## src/rtl/alu_op_scheduler.sv

```systemverilog
// alu_op_scheduler: shares one combinational ALU between two requesters; ALU_SCHED_FIXED_PRIO_EN selects fixed priority
module alu_op_scheduler #(
  parameter int SETTLE_CYCLES = 2
) (
  input  logic       clk,
  input  logic       rst,
  input  logic       req0_valid,
  input  logic [7:0] req0_cmd,
  output logic       req0_ready,
  input  logic       req1_valid,
  input  logic [7:0] req1_cmd,
  output logic       req1_ready,
  output logic [3:0] alu_a,
  output logic [1:0] alu_b,
  output logic [1:0] alu_sel,
  input  logic [3:0] alu_y,
  input  logic [3:0] alu_flags,
  output logic       rsp_valid,
  output logic       rsp_id,
  output logic [3:0] rsp_y,
  output logic [3:0] rsp_flags,
  output logic [3:0] disp_y,
  output logic       busy
);
  typedef enum logic [1:0] {IDLE, EXEC, DONE} state_t;
  state_t state_q, state_d;
  logic [3:0] cnt_q, cnt_d;
  logic [3:0] a_q, a_d;
  logic [1:0] b_q, b_d, sel_q, sel_d;
  logic id_q, id_d, last_q, last_d;
  logic [3:0] ry_q, ry_d, rf_q, rf_d, disp_q, disp_d;
  logic grant, rdy0, rdy1;
  logic [7:0] cmd;
  if (SETTLE_CYCLES < 1 || SETTLE_CYCLES > 15) begin : g_bad_settle
    $error("alu_op_scheduler: SETTLE_CYCLES must be in 1..15");
  end
  // grant selection: a lone requester wins; ties go by policy
  always_comb begin
`ifdef ALU_SCHED_FIXED_PRIO_EN
    grant = (req0_valid & req1_valid) ? 1'b0 : req1_valid;
`else
    grant = (req0_valid & req1_valid) ? ~last_q : req1_valid;
`endif
    cmd = grant ? req1_cmd : req0_cmd;
  end
  // next-state, handshake and capture logic
  always_comb begin
    state_d = state_q;
    cnt_d = cnt_q;
    a_d = a_q;
    b_d = b_q;
    sel_d = sel_q;
    id_d = id_q;
    last_d = last_q;
    ry_d = ry_q;
    rf_d = rf_q;
    disp_d = disp_q;
    rdy0 = 1'b0;
    rdy1 = 1'b0;
    unique case (state_q)
      IDLE: begin
        rdy0 = req0_valid & ~grant;
        rdy1 = req1_valid & grant;
        if (rdy0 | rdy1) begin
          a_d = cmd[7:4];
          sel_d = cmd[3:2];
          b_d = cmd[1:0];
          id_d = grant;
          cnt_d = 4'(SETTLE_CYCLES);
          state_d = EXEC;
        end
      end
      EXEC: begin
        cnt_d = cnt_q - 4'd1;
        if (cnt_q == 4'd1) begin
          ry_d = alu_y;
          rf_d = alu_flags;
          disp_d = alu_y;
          state_d = DONE;
        end
      end
      DONE: begin
        last_d = id_q;
        state_d = IDLE;
      end
      default: state_d = IDLE;
    endcase
  end
  // state and datapath registers; reset aborts any operation in flight
  always_ff @(posedge clk or posedge rst) begin
    if (rst) begin
      state_q <= IDLE;
      cnt_q <= '0;
      a_q <= '0;
      b_q <= '0;
      sel_q <= '0;
      id_q <= 1'b0;
      last_q <= 1'b1;
      ry_q <= '0;
      rf_q <= '0;
      disp_q <= '0;
    end else begin
      state_q <= state_d;
      cnt_q <= cnt_d;
      a_q <= a_d;
      b_q <= b_d;
      sel_q <= sel_d;
      id_q <= id_d;
      last_q <= last_d;
      ry_q <= ry_d;
      rf_q <= rf_d;
      disp_q <= disp_d;
    end
  end
  assign req0_ready = rdy0 & ~rst;
  assign req1_ready = rdy1 & ~rst;
  assign alu_a = a_q;
  assign alu_b = b_q;
  assign alu_sel = sel_q;
  assign rsp_valid = state_q == DONE;
  assign rsp_id = id_q;
  assign rsp_y = ry_q;
  assign rsp_flags = rf_q;
  assign disp_y = disp_q;
  assign busy = state_q != IDLE;
endmodule

```

## config.mk

```make
export PLATFORM = sky130hd
export DESIGN_NAME = alu_op_scheduler
export DESIGN_NICKNAME = d
export VERILOG_FILES = /design/src/rtl/alu_op_scheduler.sv
export SDC_FILE = /design/constraint.sdc
export NUM_CORES = 1
export LEC_CHECK = 0
export ABC_CLOCK_PERIOD_IN_PS = 1800
export CAP_MARGIN = 30
export CELL_PAD_IN_SITES_DETAIL_PLACEMENT = 1
export CELL_PAD_IN_SITES_GLOBAL_PLACEMENT = 1
export CORE_ASPECT_RATIO = 0.6
export CORE_MARGIN = 10
export CORE_UTILIZATION = 28
export DETAILED_ROUTE_END_ITERATION = 12
export PLACE_DENSITY = 0.75
export SKIP_LAST_GASP = 1
export SLEW_MARGIN = 20
export SYNTH_ARGS = -nofsm -noshare
export SYNTH_HDL_FRONTEND = slang
export SYNTH_SLANG_ARGS = --single-unit
```

## constraint.sdc

```tcl
create_clock -name clk -period 1.8 [get_ports clk]
set_clock_uncertainty 0.05 [all_clocks]
set_input_delay 0.45 -clock clk [delete_from_list [all_inputs] [get_ports clk]]
set_output_delay 0.45 -clock clk [all_outputs]
set_load 0.03 [all_outputs]
```

==> results of run 1 <==
-- cells by family after synthesis --
kind of cell | Yosys count | synth area share (%)
AO/OA/AOI/OAI | 10 | 6.10
adder cells (fa/ha/maj) | 2 | 2.18
buffers and inverters | 10 | 5.23
flip-flops | 24 | 52.4
multiplexers | 26 | 27.7
AND/OR/NAND/NOR | 13 | 6.43
-- sequential cells by signal, indices dropped and copies added, names as in the netlist --
register and count:
last_q 1, cnt_q 4, rsp_flags 4, alu_sel 2
rsp_id 1, state_q 2, alu_a 4, alu_b 2
disp_y 4
-- per-layer routing --
layer  up-vias  global-route usage (%)  wire (µm)
met5         -                       0          0
met2        23                    17.6       2060
met3         4                    3.97        193
met1       470                    10.0       1480
met4         0                    4.63         65
li1        432                       -          -
-- how the worst max path moves through the flow --
stage / slack [ps] / startpoint / end / depth (start not counted)
3_5_place_dp: -710 / req0_valid / req0_ready / 4
5_1_grt: -140 / cnt_q[1] / disp_y[1] / 5
2_1_floorplan: -20 / state_q[0] / req1_ready / 3
4_1_cts: -40 / last_q / req0_ready / 3
6_report: -20 / req1_valid / req1_ready / 5
3_3_place_gp: -650 / req0_valid / req0_ready / 4
-- power breakdown --
group | leakage (µW) | total (µW) | switching, µW | internal, µW
registers | 0.000283 | 996 | 177 | 819
logic | 0.000552 | 1880 | 1070 | 806
clock network | 0.0000357 | 480 | 182 | 298
-- metrics by stage --
stage          hold slack, ps  instance area (µm²)  TNS (ps)
2_1_floorplan             280                 1160     -17.0
3_3_place_gp              418                 1770     -2880
3_5_place_dp              436                 1770     -3380
4_1_cts                   383                 1850     -61.2
5_1_grt                   404                 1880     -1200
6_report                  388                 1880     -32.4
-- critical path: cells and delay by family --
family	cells	cell delay, ps
AOI/OAI and AO/OA	1	220
buffers and inverters	3	470
and+or+nand+nor	1	170
-- synth_stat cells, types with 2 or more instances --
| library cell | instances |
|---|---|
| buf_4 | 4 |
| o211ai_1 | 2 |
| inv_1 | 5 |
| ha_1 | 2 |
| nor2b_1 | 2 |
| mux2_2 | 18 |
| o21ai_0 | 4 |
| nand2_1 | 2 |
| dfrtp_1 | 23 |
| nor2_1 | 3 |
| mux2_4 | 7 |
-- repair_timing --
item / in CTS / in global routing
setup buffers: 3 / 2
pin swaps: 3 / 2
gates resized for setup: 37 / 8
cloned: 0 / 0
setup endpoints to repair: 27 / 11
-- cell type report --
cell class              count  area (µm²)
inverters                   5        27.5
multi-input cells          51         504
fillers                   392        1930
clock inverters             1        30.0
clock buffers               3        41.3
repair buffers             68         617
well taps                  47        58.8
flip-flops and latches     24         602
==> impl_metrics.py, run 1 <==
metrics = {
    "status": {
        "status": "finished with violations",
        "violations": "setup timing",
    },
    "sta": {
        "rsz0062_at_grt": "true",
        "worst_slew_pin_slew_ps": 405,
        "fmax_mhz": 548,
        "setup_violations": 2,
        "final.min_clock_period_ps": 1820,
        "post-route-period-util_pct": 101,
        "maxSlewHeadroom_pct": 72.9,
        "slew_viol_final": 0,
        "hold_violations": 0,
        "worst_slack_ps": -24.3,
    },
    "layout": {
        "area_growth_pct": 63.7,
        "final_common_cell": "clkdlybuf4s50_1",
        "stdcell_count": 199,
        "drive_gt1_share_pct": 38.2,
        "fin_util_pct": 49.4,
        "diodes": 0,
        "final_cell_mix": "clkdlybuf4s50_1 (24), dfrtp_1 (23), dlygate4sd2_1 (22)",
        "fin_nets": 183,
    },
    "pwr": {
        "peakVddDrop_uv": 715,
        "leakagePower_uw": 0.000871,
        "power_uw": 3350,
        "power_density_nw_per_um2": 1780,
    },
    "clock_tree": {
        "clk_pin_slew_ps": 80,
        "cts_hold_buf": 0,
        "numCtsBuffers": 3,
        "insertion_delay_ps": 270,
        "root_buffer": "clkbuf_8",
        "cts_tree": "done",
        "h-tree-depth": 1,
        "cts_buffer_depth": 2,
        "cts_sinks": 24,
    },
    "floorplanning": {
        "fp.dieH_um": 69.6,
        "pin_count": 53,
        "initial_core_util_pct": 30.2,
        "die_area_um2": 7150,
        "rows": 17,
        "placeableCoreArea_um2": 3810,
        "die_w_um": 103,
    },
    "placement": {
        "placed_cells": 190,
        "port-buffer-count": 52,
        "routabilityCongestion": 0.727,
        "post-place-ws_ps": -708,
        "post-dp-hpwl_um": 2740,
    },
    "critical_path": {
        "critPathMaxStageDelay_ps": 220,
        "r2r-end": "disp_y[3]",
        "timing.rr.start": "cnt_q[1]",
        "critPathLaunchType": "primary input",
        "end_kind": "primary output",
        "r2r_slack_ps": 20,
        "crit_required_ps": 1300,
        "worstPathArrival_ps": 1320,
        "crit_fanout": 2,
        "crit_type": "primary input to primary output",
        "r2r_cells": 5,
        "cpMostUsedCell": "buf_6",
        "slowest_stage": "a21bo_1",
        "path_cells": "clkdlybuf4s15_1 -> a21bo_1 -> buf_6 -> nor3_4 -> buf_6",
    },
    "detailed_routing": {
        "wl_per_cell_um": 19.1,
        "vias": 929,
        "dr.pass1.iters": 4,
        "viasPerCell": 4.67,
        "drc": 0,
        "ant_nets": 0,
        "drtIter0Drc": 18,
        "drt-total-wl_um": 3800,
    },
    "synth": {
        "yosysTopAreaCell": "dfrtp_1",
        "ys_types": 24,
        "synth-seq-cells": 24,
        "yosys-top-cells-area": "dfrtp_1 (50%), mux2_2 (18%), mux2_4 (9.2%), buf_4 (2.6%), dfstp_2 (2.3%)",
        "avgSynthCellArea_um2": 13.5,
        "async_reset_ff_share_pct": 100,
        "ys.flop_type": "dfrtp_1",
        "synth_edf_count": 0,
        "synthesis.nets": 115,
        "synth_top_area_share_pct": 50.1,
        "ys.warnings.count": 0,
        "synth_area_um2": 1150,
        "synth_cells": 85,
        "yosysSeqAreaShare_pct": 52.4,
    },
    "grt": {
        "overflow": 0,
        "antenna_found_initial": 0,
        "grt_pass1_wl_um": 5420,
        "grt_max_degree": 25,
        "track_usage_pct": 10.0,
        "grt_pass1_vias": 1036,
    },
    "flow_run": {
        "drv_cap": 0,
    },
    "hold_path": {
        "hp-class": "primary input to async pin",
    },
}
Note: power is estimated with default switching activity, not from simulation.
==> run 2, diff against run 1 <==
==> constraint.sdc (replaced) <==
create_clock -name clk -period 1.8 [get_ports clk]
set_clock_uncertainty 0.05 [all_clocks]
set_input_delay 0.36 -clock clk [delete_from_list [all_inputs] [get_ports clk]]
set_output_delay 0.36 -clock clk [all_outputs]
set_load 0.03 [all_outputs]
==> impl_metrics.py, run 2 (synthesis results as in run 1) <==
metrics = {
    "sta": {
        "setup_violations": 0,
        "maxSlewHeadroom_pct": 73.8,
        "post-route-period-util_pct": 98.2,
        "slew_viol_final": 0,
        "worst_slew_pin_slew_ps": 389,
        "hold_violations": 0,
        "final.min_clock_period_ps": 1770,
        "worst_slack_ps": 33.0,
        "fmax_mhz": 566,
    },
    "grt": {
        "grt_max_degree": 25,
        "track_usage_pct": 10.5,
        "grtUsageMet1_pct": 11.8,
        "use_met3_pct": 2.88,
        "overflow": 0,
        "grt_util_met2_pct": 18.5,
        "antenna_found_initial": 0,
        "grt_pass1_vias": 1050,
        "grt_pass1_wl_um": 5930,
        "busiest_layer": "met2",
    },
    "placement": {
        "placed_cells": 189,
        "post-place-ws_ps": -212,
        "routabilityCongestion": 0.751,
        "port-buffer-count": 52,
        "post-dp-hpwl_um": 2900,
    },
    "clock_tree": {
        "cts_hold_buf": 0,
        "root_buffer": "clkbuf_8",
        "clk_pin_slew_ps": 80,
        "cts_tree": "done",
        "insertion_delay_ps": 270,
        "numCtsBuffers": 3,
        "cts_sinks": 24,
        "h-tree-depth": 1,
        "cts_buffer_depth": 2,
    },
    "layout": {
        "diodes": 0,
        "drive_gt1_share_pct": 36.2,
        "n_fill_cell": 388,
        "final_common_cell": "clkdlybuf4s50_1",
        "stdcell_count": 199,
        "area_growth_pct": 64.2,
        "fin_util_pct": 49.5,
        "fin_nets": 183,
        "final_cell_mix": "clkdlybuf4s50_1 (44), dfrtp_1 (22), mux2_2 (18)",
    },
    "floorplanning": {
        "initial_core_util_pct": 30.2,
        "placeableCoreArea_um2": 3810,
        "rows": 17,
        "fp.dieH_um": 69.6,
        "die_area_um2": 7150,
        "die_w_um": 103,
        "pin_count": 53,
    },
    "pwr": {
        "power_density_nw_per_um2": 1800,
        "leakagePower_uw": 0.000847,
        "peakVddDrop_uv": 746,
        "power_uw": 3390,
    },
    "detailed_routing": {
        "dr.pass1.iters": 4,
        "drc": 0,
        "vias": 931,
        "drt-total-wl_um": 3740,
        "ant_nets": 0,
        "wl_per_cell_um": 18.8,
        "drtIter0Drc": 23,
        "viasPerCell": 4.68,
    },
    "status": {
        "status": "finished, final reports clean",
    },
    "critical_path": {
        "cp-startpoint": "state_q[1]",
        "worstPathArrival_ps": 1360,
        "critPathLaunchType": "register",
        "crit_type": "register to primary output",
        "crit_fanout": 3,
        "timing.rr.start": "last_q",
        "crit_required_ps": 1390,
        "end_kind": "primary output",
    },
    "flow_run": {
        "drv_cap": 0,
    },
    "hold_path": {
        "hp-class": "primary input to async pin",
    },
}
-- run 2: path summary, 6_finish.rpt --
kind | endpoint | slack (ps) | cells past startpoint
setup / recovery | req0_ready | 30 | 4
hold / removal | alu_a[0] | 470 | 3
setup reg to reg | alu_b[0] | 100 | 5
hold reg to reg | alu_sel[0] | 470 | 1
max in group asynchronous | last_q | 940 | 3
min in group clk | alu_sel[0] | 470 | 1
-- run 2: critical path, stage by stage (launching register included) --
cell     delay (ps)
dfrtp_2         450
nor2_4          140
buf_4           140
and4_2          220
buf_6           130
-- run 2: per-layer routing --
layer  part of all wire, %  up-vias
li1                      -      429
met1                    41      481
met2                    55       16
met3                   3.5        5
met4                   1.2        0
met5                     0        -
-- run 2: area by class of cell --
type | count | area (µm²) | share of cell area [%]
multi-input cells | 51 | 507 | 26.9
inverters | 5 | 18.8 | 0.995
clock buffers | 4 | 55.1 | 2.92
flip-flops and latches | 24 | 603 | 32.0
repair buffers | 68 | 643 | 34.1
well taps | 47 | 58.8 | 3.12
-- run 2: repair_timing --
item | in CTS | in global routing
cloned | 0 | 0
setup endpoints to repair | 5 | 12
gates resized for setup | 9 | 5
hold endpoints to repair | 0 | 0
pin swaps | 3 | 0
buffers inserted | 4 | 2
-- run 2: through the flow --
step | hold WS [ps] | cell area [µm²] | TNS (ps)
2_1_floorplan | 329 | 1150 | 0
3_3_place_gp | 417 | 1760 | -1230
3_5_place_dp | 422 | 1760 | -1730
4_1_cts | 445 | 1850 | 0
5_1_grt | 489 | 1890 | -30.5
6_report | 467 | 1890 | 0
-- run 2: power by group --
group | switching [µW] | internal [µW] | leakage, µW | total, µW
clock network | 181 | 196 | 0.0000288 | 377
logic | 1040 | 956 | 0.000537 | 2000
registers | 196 | 821 | 0.000281 | 1020
total | 1420 | 1970 | 0.000847 | 3390
==> run 3, diff against run 2 <==
--- a/config.mk
+++ b/config.mk
@@ -13,6 +13,7 @@
 export CORE_MARGIN = 10
 export CORE_UTILIZATION = 28
 export DETAILED_ROUTE_END_ITERATION = 12
+export MAX_ROUTING_LAYER = met4
 export PLACE_DENSITY = 0.75
 export SKIP_LAST_GASP = 1
 export SLEW_MARGIN = 20
==> constraint.sdc (replaced) <==
create_clock -name clk -period 1.8 [get_ports clk]
set_clock_uncertainty 0.05 [all_clocks]
set_input_delay 0.36 -clock clk [delete_from_list [all_inputs] [get_ports clk]]
set_output_delay 0.36 -clock clk [all_outputs]
set_load 0.05 [all_outputs]
==> impl_metrics.py, run 3 (synthesis results as in run 1) <==
metrics = {
    "critical_path": {
        "path_cells": "a21bo_4 -> buf_4 -> nor3_4 -> buf_12",
        "crit_type": "register to primary output",
        "worstPathArrival_ps": 1330,
        "crit_required_ps": 1390,
        "end_kind": "primary output",
        "critPathMaxStageDelay_ps": 390,
        "slowest_stage": "dfstp_2",
        "r2r_slack_ps": 130,
        "crit_fanout": 3,
        "critPathLaunchType": "register",
    },
    "pwr": {
        "clock_power_share_pct": 12.7,
        "power.internal_uw": 1990,
        "power_density_nw_per_um2": 2020,
        "leakagePower_uw": 0.000850,
        "switching_power_uw": 1790,
        "seq_power_share_pct": 27.1,
        "p_comb_share_pct": 60.2,
        "peakVddDrop_uv": 1220,
        "p_sw_share_pct": 47.4,
    },
    "sta": {
        "setup_violations": 0,
        "hold_violations": 0,
        "final.min_clock_period_ps": 1740,
        "maxSlewHeadroom_pct": 71.2,
        "fmax_mhz": 576,
        "post-route-period-util_pct": 96.4,
        "slew_viol_final": 0,
        "worst_slack_ps": 64.5,
        "worst_slew_pin_slew_ps": 429,
    },
    "detailed_routing": {
        "vias": 895,
        "viasPerCell": 4.54,
        "ant_nets": 0,
        "wl_per_cell_um": 17.1,
        "dr.pass1.iters": 4,
        "drt-total-wl_um": 3370,
        "drtIter0Drc": 20,
        "drc": 0,
    },
    "layout": {
        "drive_gt1_share_pct": 52.7,
        "fin_util_pct": 49.1,
        "fin_nets": 181,
        "area_growth_pct": 62.7,
        "diodes": 0,
        "fin_area_um2": 1870,
        "n_fill_cell": 390,
        "multi_input_area_um2": 515,
        "final_cell_mix": "buf_4 (36), clkdlybuf4s50_1 (24), dfrtp_1 (21)",
        "seqCellArea_um2": 604,
        "final_common_cell": "buf_4",
    },
    "floorplanning": {
        "rows": 17,
        "die_area_um2": 7150,
        "initial_core_util_pct": 30.2,
        "placeableCoreArea_um2": 3810,
        "pin_count": 53,
        "fp.dieH_um": 69.6,
        "die_w_um": 103,
    },
    "status": {
        "status": "finished, final reports clean",
    },
    "grt": {
        "grt_max_degree": 25,
        "track_usage_pct": 9.72,
        "overflow": 0,
        "grt_pass1_wl_um": 5370,
        "grt_pass1_vias": 1044,
        "antenna_found_initial": 0,
    },
    "clock_tree": {
        "h-tree-depth": 1,
        "cts_buffer_depth": 2,
        "numCtsBuffers": 3,
        "cts_hold_buf": 0,
        "cts_tree": "done",
        "cts_sinks": 24,
        "clk_pin_slew_ps": 90,
        "insertion_delay_ps": 270,
        "root_buffer": "clkbuf_8",
    },
    "flow_run": {
        "drv_cap": 0,
    },
    "placement": {
        "dpl_cell_area_um2": 1760,
        "post-place-ws_ps": -204,
        "post-dp-hpwl_um": 2760,
        "routabilityCongestion": 0.691,
        "port-buffer-count": 52,
    },
    "hold_path": {
        "hp-class": "primary input to async pin",
    },
}
-- run 3: worst paths after layout --
path,start,end,depth (start not counted)
setup / recovery,last_q,req1_ready,4
hold / removal,rst,alu_a[3],3
setup reg to reg,last_q,alu_b[1],5
hold reg to reg,cnt_q[3],cnt_q[3],1
max in group asynchronous,rst,last_q,3
min in group clk,cnt_q[3],cnt_q[3],1
-- run 3: per-stage QoR --
step           TNS [ps]  cells  total power, µW  hold WS [ps]
3_5_place_dp      -1790    190             3270           445
4_1_cts               0    195             3790           297
5_1_grt           -14.5    197             3990           320
3_3_place_gp      -1460    190             3210           431
2_1_floorplan         0     85             2540           190
6_report              0    197             3780           285
-- run 3: routing by layer --
| layer | wire (µm) | part of all wire, % | GRT usage [%] |
|---|---|---|---|
| met3 | 326 | 9.7 | 4.96 |
| met5 | 0 | 0 | - |
| met1 | 1490 | 44 | 11.4 |
| met2 | 1540 | 46 | 14.8 |
| met4 | 7 | 0.21 | 1.39 |
-- run 3: critical path: cells and delay by family (launching register included) --
family,cells,cell delay [ps]
buf+inv,2,310
flops,1,390
simple gates,1,150
compound gates,1,210
-- run 3: final cells by class --
type | count | share of cell area, %
clock buffers | 3 | 2.21
clock inverters | 1 | 1.61
inverters | 5 | 1.20
multi-input cells | 51 | 27.6
flip-flops and latches | 24 | 32.3
well taps | 47 | 3.15
repair buffers | 66 | 31.9
-- run 3: power by group through the flow --
| stage | clock network, µW | registers [µW] | logic (µW) |
|---|---|---|---|
| after floorplan | 0 | 1670 | 872 |
| after global placement | 0 | 999 | 2220 |
| after detailed placement | 0 | 1010 | 2250 |
| after CTS | 493 | 1030 | 2270 |
| after global routing | 519 | 1070 | 2400 |
| final | 480 | 1020 | 2270 |
-- run 3: repair_timing --
item	4_1_cts	5_1_grt
endpoints found under the hold margin	0	0
endpoints found under the setup margin	3	10
resized for setup	7	4
gates cloned	0	0
pin swaps	1	2
setup buffers	1	2
==> patch 1 (settings of run 2) <==
Encoding of `state_t`: now one-hot (3 bits for 3 states).
--- a/src/rtl/alu_op_scheduler.sv
+++ b/src/rtl/alu_op_scheduler.sv
@@ -22,7 +22,7 @@
   output logic [3:0] disp_y,
   output logic       busy
 );
-  typedef enum logic [1:0] {IDLE, EXEC, DONE} state_t;
+  typedef enum logic [2:0] {IDLE = 3'b001, EXEC = 3'b010, DONE = 3'b100} state_t;
   state_t state_q, state_d;
   logic [3:0] cnt_q, cnt_d;
   logic [3:0] a_q, a_d;
Function: no difference found for any inputs over 10 cycles, from zero or initial values and one cycle with rst high; not proved beyond that.
==> patch 1 against run 2 <==
- the flow now finishes with violations (setup timing)
- routed wire length down 4.0%
- sequential share of layout area decreased by 0.15 points
- worst setup slack worse by 200 ps
- sequential cell count increased by 1
- clock power fell by 11%
- utilization shrank 1.6 points
- hold slack lost 6.5 ps
- register-to-register slack got worse by 50 ps
- power barely moved
- largest cell class unchanged
- synthesized area rose by 4.0%
- critical path type unchanged
- cell area rose by 4.6%
==> patch 1: results (changes against run 2) <==
Status = complete, but fails checks
Failing checks = setup timing
Synth async-reset ratio = 1.00 (unchanged)
CTS root buf = clkbuf_8
I/O Buffers = 52 (unchanged)
Main flop type after synthesis = dfrtp_1
Filler cells = 431 (+11%)
Vias = 933 (+0.21%)
GRT Total Usage = 0.0951 (-0.00989)
Setup violators final = 2 (+2)
Layout cells sized above 1 = 0.355 (-0.00658)
HP Class = register to register
Initial antenna violation count = 0 (unchanged)
Clock transition at path regs = 80 ps (about the same)
Crit-path slowest cell = dfstp_2
Synth Area in Adders = 0.0209 (-0.000844)
Final setup margin = -171 ps (-204 ps)
Distinct cell type count after synthesis = 27 (+13%)
Seq/Total Area, Yosys = 0.526 (+0.00169)
R2R setup slack = 50 ps (-50 ps)
Final ANT Viol Nets = 0 (unchanged)
Slew HR = 0.761 (+0.0235)
Synth top area cells = dfrtp_1 (48%), mux2_2 (24%), dfstp_2 (4.4%)
Synth Area in Compound Gates = 0.0597 (-0.00132)
TritonRoute pass-1 iters = 2 (-2)
Crit path max fanout = 2 (-1)
CP Data Arrival Time = 1560 ps (+200 ps)
Clock Latency Late Sink = 270 ps (about the same)
Syn_nets = 119 (+3.5%)
Clk buf depth = 2 (unchanged)
Reg2reg path depth = 6 (+1)
First-pass GRT wire length = 5.78 mm (-2.6%)
Gpl congestion = 0.780 (+3.8%)
Setup TNS = -231 ps (-231 ps)
Largest net degree at the start of global routing = 26 (+4.0%)
Pleak = 0.877 nW (+3.6%)
WL per Instance = 16.9 um (-9.9%)
H-tree depth = 1 (unchanged)
VDD IR max = 617 uV (-17%)
Critical path's largest stage delay = 530 ps (+80 ps)
Nets = 183 (unchanged)
FF-to-FF Start = state_q[0]
Reg2reg end = alu_sel[1]
DP Wirelength = 2.90 mm (about the same)
Multiplexer area fraction after synthesis = 0.236 (-0.0411)
Number of hold buffers added after CTS = 0 (unchanged)
Post-synth top cells = mux2_2 (25), dfrtp_1 (23), inv_1 (5)
ANT cells = 0 (unchanged)
Vias in the first global route = 1090 (+3.8%)
[patch 1: cell count changes in the layout (fill, tap and decap cells not counted), moves of 2 or more]
| cell | delta |
|---|---|
| a21oi_1 | +2 |
| buf_4 | -6 |
| buf_6 | +3 |
| o211ai_1 | -2 |
| o21ai_0 | -2 |
| o21ai_1 | +2 |
| dlygate4sd2_1 | -3 |
| nor3b_4 | +2 |
| nor2b_1 | -2 |
[patch 1: worst max path at each step]
stage | start | end | depth (start not counted)
after floorplan | state_q[0] | req0_ready | 3
after global placement | req1_valid | req0_ready | 6
after detailed placement | req1_valid | req0_ready | 6
after CTS | state_q[0] | req0_ready | 5
after global routing | state_q[0] | req0_ready | 5
final | state_q[0] | req0_ready | 5
[patch 1: layout make-up]
class | instances | area, um2 | area share
inverters | 6 | 22.5 | 0.0114
flip-flops and latches | 25 | 628 | 0.318
well taps | 60 | 75.1 | 0.0380
clock buffers | 4 | 45.0 | 0.0228
repair buffers | 64 | 638 | 0.323
multi-input cells | 53 | 564 | 0.286
[patch 1: kinds of logic after synthesis]
logic type               after synthesis
flip-flops                            25
adder cells (fa/ha/maj)                2
AND/OR/NAND/NOR                       15
buffers and inverters                 11
AO/OA/AOI/OAI                         11
multiplexers                          25
[patch 1: routing by layer]
| layer | part of all wire | global-route usage | vias to the layer above |
|---|---|---|---|
| li1 | - | - | 437 |
| met3 | 0.037 | 0.0253 | 2 |
| met5 | 0 | 0 | - |
| met2 | 0.53 | 0.178 | 20 |
| met4 | 0.0075 | 0.0276 | 0 |
| met1 | 0.42 | 0.104 | 474 |
[patch 1: per-stage QoR]
stage | util | setup WS (ps) | instances | area [um2] | hold slack [ps]
after CTS | 0.468 | -189 | 212 | 1930 | 467
after floorplan | - | -52.1 | 89 | 1210 | 341
after detailed placement | 0.449 | -256 | 206 | 1850 | 446
final | 0.479 | -171 | 212 | 1970 | 461
after global routing | 0.479 | -268 | 212 | 1970 | 481
after global placement | 0.449 | -245 | 206 | 1850 | 443
[patch 1: repair_timing]
item / in CTS / in global routing
setup buffers: 3 / 1
setup endpoints to repair: 4 / 24
pin swaps: 1 / 1
gates resized for setup: 8 / 19
[patch 1: worst max-delay path, delay by kind of cell, from the launching register on]
family / cells / cell delay [ps]
flip-flops: 1 / 530
AND/OR/NAND/NOR: 2 / 410
buffers and inverters: 3 / 350
[patch 1: report_power, final]
group | internal [W] | switching (W)
combinational | 0.00101 | 0.00103
sequential | 0.000836 | 0.000179
clock | 0.000158 | 0.000175
==> patch 2 (config.mk and constraints of run 2) <==
Without the edit above. The option `ALU_SCHED_FIXED_PRIO_EN` is turned on by a define.
--- a/src/rtl/alu_op_scheduler.sv
+++ b/src/rtl/alu_op_scheduler.sv
@@ -1,4 +1,6 @@
 // alu_op_scheduler: shares one combinational ALU between two requesters; ALU_SCHED_FIXED_PRIO_EN selects fixed priority
+`define ALU_SCHED_FIXED_PRIO_EN
+
 module alu_op_scheduler #(
   parameter int SETTLE_CYCLES = 2
 ) (
Check against the original RTL: not equivalent (a bounded check fails within 10 cycles, from zero or initial values and one cycle with rst high).
==> patch 2 against run 2 <==
- count of clock-buffer cells in the layout shrank 1
- sequential cell count shrank 1
- routed wire length shrank 6.4%
- die area shrank 2.5%
- cell area shrank 6.8%
- power shrank 6.3%
- global-route usage shrank 0.22 points
- synthesized area shrank 3.3%
- combinational power shrank 6%
- worst setup slack gained 18 ps
- largest power group unchanged
==> patch 2: results (changes against run 2) <==
Status = complete, no violations
Slew @ Worst Pin = 348 ps (-42.0 ps)
Crit-path slowest cell = clkdlybuf4s50_1
Pleak = 0.836 nW (-1.3%)
Final hold slack = 351 ps (-116 ps)
VDD IR max = 825 uV (+11%)
Seq/Total Area, Yosys = 0.518 (-0.00595)
Routed wl met3 = 151 um (+17%)
CP Data Arrival Time = 1340 ps (-20 ps)
Syn_nets = 123 (+7.0%)
R2R setup slack = 230 ps (+130 ps)
Crit path max fanout = 2 (-1)
Multiplexer area fraction after synthesis = 0.198 (-0.0785)
TritonRoute pass-1 iters = 3 (-1)
DP Wirelength = 2.82 mm (-2.8%)
Clock Power = 0.000324 W (-14%)
Synth Area in Adders = 0.0225 (+0.000736)
Via density = 4.64 (-0.72%)
Filler cells = 399 (+2.8%)
Wl on met1 = 1.23 mm (-19%)
Critical path's largest stage delay = 710 ps (+260 ps)
GRT Total Usage = 0.103 (-0.00222)
Distinct cell type count after synthesis = 25 (+4.2%)
FF-to-FF Start = cnt_q[1]
Clock share of power = 0.102 (-0.009)
Cells after synthesis = 93 (+9.4%)
HP Class = input port to register
Gpl congestion = 0.711 (-5.4%)
Cts repair resizes = 2 (-7)
Int Pwr = 0.00180 W (-8.8%)
Synth Area in Compound Gates = 0.117 (+0.0561)
WL met2 = 1.99 mm (-2.4%)
Nets = 181 (-1.1%)
patch 2: cell count changes in the layout (fill, tap and decap cells not counted), moves of 2 or more:
cell	run 2	this run
o21ai_0	4	2
inv_2	0	2
inv_1	5	3
o21ai_1	0	19
dlygate4sd2_1	5	1
buf_6	3	0
mux2_2	18	0
clkdlybuf4s50_1	44	46
mux2i_1	1	10
a21oi_1	0	2
buf_4	15	11
patch 2: cell type report:
| class | count | share of cell area |
|---|---|---|
| clock buffers | 3 | 0.0235 |
| clock inverters | 1 | 0.00285 |
| inverters | 5 | 0.0107 |
| multi-input cells | 58 | 0.273 |
| flip-flops and latches | 23 | 0.328 |
| well taps | 47 | 0.0335 |
| repair buffers | 60 | 0.328 |
patch 2: metrics by stage:
stage	instance area, um2	util
after floorplan	1120	-
after global placement	1690	0.450
after detailed placement	1690	0.450
after CTS	1740	0.464
after global routing	1760	0.469
final	1760	0.469
